## config.mk

```make
export PLATFORM = sky130hd
export DESIGN_NAME = rr_arbiter_8
export DESIGN_NICKNAME = d
export VERILOG_FILES = /design/src/rtl/rr_arbiter_8.sv
export SDC_FILE = /design/constraint.sdc
export NUM_CORES = 1
export LEC_CHECK = 0
export BUFFER_PORTS_ARGS = -buffer_cell sky130_fd_sc_hd__buf_4
export CAP_MARGIN = 20
export CORE_MARGIN = 10
export CORE_UTILIZATION = 57
export DETAILED_ROUTE_END_ITERATION = 7
export PLACE_DENSITY = 0.77
export REMOVE_ABC_BUFFERS = 1
export SYNTH_ARGS = -nofsm -noshare
export SYNTH_HDL_FRONTEND = slang
export SYNTH_SLANG_ARGS = --single-unit
```

## constraint.sdc

```tcl
create_clock -name clk -period 4.7 [get_ports clk]
set_input_delay 0.94 -clock clk [delete_from_list [all_inputs] [get_ports clk]]
set_output_delay 0.94 -clock clk [all_outputs]
set_load 0.005 [all_outputs]
```

## src/rtl/rr_arbiter_8.sv

```systemverilog
// rr_arbiter_8: round-robin arbiter, one grant held until done/req drop; optional hold limit via ARB_TIMEOUT_EN
module rr_arbiter_8 #(
   parameter int N        = 8,
   parameter int IDX_W    = 3,
   parameter int MAX_HOLD = 16
)(
   input  logic             clk,
   input  logic             rst_n,
   input  logic [N-1:0]     req,
   input  logic             done,
   output logic [N-1:0]     gnt,
   output logic [IDX_W-1:0] gnt_idx,
   output logic             gnt_valid,
   output logic             timeout
);
   typedef enum logic {IDLE, BUSY} state_t;
   state_t state;
   logic [IDX_W-1:0] ptr, win, j, nxt;
   logic rel, lim;
   if (N < 2 || N > 16 || IDX_W != $clog2(N) || MAX_HOLD < 2) begin : g_bad
      $error("rr_arbiter_8: illegal parameter set");
   end
   // rotating priority search: scan from ptr upward, lowest offset wins
   always_comb begin
      win = ptr;
      j = '0;
      for (int k = N-1; k >= 0; k--) begin
         j = IDX_W'((int'(ptr) + k) % N);
         win = req[j] ? j : win;
      end
   end
   assign nxt = (int'(gnt_idx) == N-1) ? '0 : gnt_idx + 1'b1;
   assign rel = done || !req[gnt_idx];
`ifdef ARB_TIMEOUT_EN
   localparam int HW = $clog2(MAX_HOLD);
   logic [HW-1:0] hold_cnt;
   assign lim = (int'(hold_cnt) == MAX_HOLD-1);
`else
   assign lim = 1'b0;
   assign timeout = 1'b0;
`endif
   // grant FSM: IDLE picks a winner, BUSY holds it until release or hold limit
   always_ff @(posedge clk) begin
      if (!rst_n) begin
         state <= IDLE;
         gnt <= '0;
         gnt_idx <= '0;
         gnt_valid <= 1'b0;
         ptr <= '0;
`ifdef ARB_TIMEOUT_EN
         hold_cnt <= '0;
         timeout <= 1'b0;
`endif
      end else begin
`ifdef ARB_TIMEOUT_EN
         timeout <= 1'b0;
`endif
         if (state == IDLE) begin
            if (|req) begin
               gnt <= N'(1) << win;
               gnt_idx <= win;
               gnt_valid <= 1'b1;
               state <= BUSY;
`ifdef ARB_TIMEOUT_EN
               hold_cnt <= '0;
`endif
            end
         end else if (rel || lim) begin
            gnt <= '0;
            gnt_valid <= 1'b0;
            ptr <= nxt;
            state <= IDLE;
`ifdef ARB_TIMEOUT_EN
            timeout <= !rel;
`endif
         end else begin
`ifdef ARB_TIMEOUT_EN
            hold_cnt <= hold_cnt + 1'b1;
`endif
         end
      end
   end
endmodule

```

==> summary.md <==
| Metric | Value |
|---|---|
| Outcome | `complete, no violations` |
| CTS max path bufs | `2` |
| Max FO, Critical Path | `16` |
| Via density | `6.56` |
| Relative slew slack | `42.4%` |
| CP arrival | `between 3 and 4 ns` |
| CP Launch Type | `register` |
| H-tree levels | `1` |
| Cell area power density | `~380 mW/mm2` |
| Clock Tree Root | `clkbuf_4` |
| Core Rows | `19` |
| Num CTS Buffers | `3` |
| Worst r2r path cells | `10` |
| GPL Wtd Cong | `0.885` |
| Iteration-0 DRC Markers | `roughly 170` |
| Synthesized cell area | `0.00159 mm2` |
| Die footprint | `0.00530 mm2` |
| Die Y | `72.8 um` |
| Share of cells above drive strength 1 | `28.6%` |
| Sequential element share of the synthesized area | `20.1%` |
| Wirelength per Cell | `18.6 um` |
| Utilization after layout | `around two thirds` |
| CP Capture Type | `register` |
| Die width | `72.8 um` |
| Synth cell types | `43` |
| Fin crit share | `74.5%` |
| Post-CTS Hold Fix Bufs | `0` |
| Syn. warnings | `0` |
| Mapped Cells | `167` |
| Critical Path RT | `4.88 ns` |
| Max-slew violation count | `0` |
| Design area | `0.00178 mm2` |
| Starting Density | `58.7%` |
| Input/output buffers | `22` |
| Number of flops mapped to enable cells by yosys | `0` |
| Antenna-violating nets left | `0` |
| R2r setup slk | `1.20 ns` |
| Fmax | `between 0.2 and 0.3 GHz` |
| HP Start | `gnt[2]$_SDFFE_PN0P_` |
| CP cell instances | `buf_4 -> inv_2 -> ha_1 -> mux4_2 -> mux2_4 -> a2111oi_4 -> a21oi_2 -> a2111oi_4 -> nor3_2 -> a32o_1` |
| Boundary pin count | `24` |
| Worst vdd ir | `338 uV` |
| Min-Delay Path Class | `register to register` |
| Placed inst area | `0.00176 mm2` |
| Syn Area/Cell | `9.52 um2` |
| Worst-path clk slew | `0.09 ns` |
| Final Hold Viols | `0` |
| Final setup viols | `0` |
| Synth cell count leaders | `nand2_1 (19), dfxtp_1 (16), mux4_2 (16)` |
| Drt pass-1 iters | `4` |
| CP max stage cell | `ha_1` |
| CTS tree | `built` |
| Worst-margin pin slew | `between 0.8 and 0.9 ns` |
| Largest net degree at the start of global routing | `20` |
| Post-DP HPWL | `3040 um` |
| Postcts setup bufs | `0` |
| Core Box Area | `approximately 0.0027 mm2` |
| Area of the multi-input gates | `0.00119 mm2` |
| Worst R2R Start | `ptr[0]$_SDFFE_PN0P_` |
| Hold EP | `gnt[2]$_SDFFE_PN0P_` |
| First-pass GRT wire length | `around 6900 um` |
| Type of the worst setup path | `register to register` |
| RSZ-0062 raised after global routing | `false` |
| Max cap viols | `0` |
| WL final | `4010 um` |
| Final setup margin | `1.20 ns` |
| Post-synth ARST share | `0%` |
| Gr usage total | `roughly 16%` |
| DRC violations left | `0` |
| Worst-Skew Late Latency | `0.29 ns` |
| Storage cell area | `320 um2` |
| Most frequent CP cell | `a2111oi_4` |
| Yosys top cell area share | `between 20% and 30%` |
| Fin crit period | `3.50 ns` |
| P_leak | `0.000665 uW` |
| WP buf/inv | `2` |
| Initial antenna violation count | `0` |
| FILL cells | `246` |
| Total number of vias | `1,417` |
| CTS resizes | `0` |
| Setup TNS | `0 ns` |
| Nets | `between 200 and 250` |
| Max stage delay on crit path | `roughly 0.66 ns` |
| Placement Setup Slack | `between 1 and 1.5 ns` |
| Synth top area cells | `mux4_2 (23%), dfxtp_1 (20%), mux2i_1 (6.3%), nand2_1 (4.5%), a21oi_1 (3.5%)` |
| Grt ovf | `0` |
| Top-count cell post-synth | `nand2_1` |
| R2r endpoint | `gnt[1]$_SDFFE_PN0P_` |
| P&R area growth vs syn | `12.1%` |
| # clock sinks | `16` |
| Top_reg_cell synth | `dfxtp_1` |
| Antenna diodes | `0` |
| Fin Clk Skew | `around 0.0047 ns` |
| Vias in the first global route | `between 1k and 1.5k` |
| Seq cells post-synth | `16` |
| Hold Path Depth | `2` |
| CP top delay family | `compound AO/OA/AOI/OAI gates` |
| Synth area leader | `mux4_2` |
## metrics by stage
step / std cells / power, uW / hold slack, ns
after floorplan: 158 / 498 / 0.446
after global placement: 213 / 598 / 0.442
after detailed placement: 213 / 610 / 0.450
after CTS: 216 / 683 / 0.470
after global routing: 216 / 738 / 0.486
final: 216 / 682 / 0.464
## where the power goes
| part | switching (uW) | internal [uW] |
|---|---|---|
| sequential | 23.1 | 158 |
| clock | 40.7 | 29.8 |
| combinational | 236 | 195 |
## state kept, by name, indices dropped and copies added, names as in the netlist
name and count:
gnt_valid 1, gnt 8, gnt_idx 3, state 1, ptr 3
## tightest hold or removal path, delay by kind of cell (launching register included)
family	cells	cell delay [ns]
flops	1	0.33
simple gates	1	0.05
compound gates	1	0.05
## cells in the final DEF (no fill, tap or decap), types with 5 or more instances in the layout
cell type   n
inv_1       6
nand2_1    19
a32o_1      5
o21ai_0     5
buf_4      24
a21oi_1    11
nor2_1     13
xnor2_1     5
dfxtp_1    16
mux2i_1    10
mux4_2     16
## final cells by class
cell class	count	area share (%)
clock buffers	3	1.26
inverters	8	1.68
well taps	31	2.18
flip-flops and latches	16	18.0
multi-input cells	134	66.8
repair buffers	24	10.1
## logic make-up after synthesis
group	Yosys count	synth area share (%)
AOI/OAI and AO/OA	49	23.7
xor gates and xnor gates	5	2.75
adders and majority gates	4	3.15
buffers and inverters	17	4.96
DFF	16	20.1
muxes	30	32.3
other	1	0.236
and+or+nand+nor	45	12.8
## worst max-delay path by stage
stage                          end  depth (start not counted)  slack, ns           startpoint
6_report       gnt[1]$_SDFFE_PN0P_                         10       1.20  ptr[0]$_SDFFE_PN0P_
5_1_grt        gnt[1]$_SDFFE_PN0P_                         10       0.95  ptr[0]$_SDFFE_PN0P_
4_1_cts        gnt[1]$_SDFFE_PN0P_                         10       1.20  ptr[0]$_SDFFE_PN0P_
3_5_place_dp   gnt[1]$_SDFFE_PN0P_                         10       1.23  ptr[0]$_SDFFE_PN0P_
3_3_place_gp   gnt[0]$_SDFFE_PN0P_                         10       1.34  ptr[0]$_SDFFE_PN0P_
2_1_floorplan  gnt[0]$_SDFFE_PN0P_                          9       1.18  ptr[0]$_SDFFE_PN0P_
## metal layers
| metal | GRT usage [%] | part of all wire [%] |
|---|---|---|
| met1 | 19.8 | 43 |
| met2 | 27.2 | 51 |
| met3 | 2.86 | 5.4 |
| met4 | 4.22 | 0.85 |
| met5 | 0 | 0 |
Power figures use the tool's default switching activity.
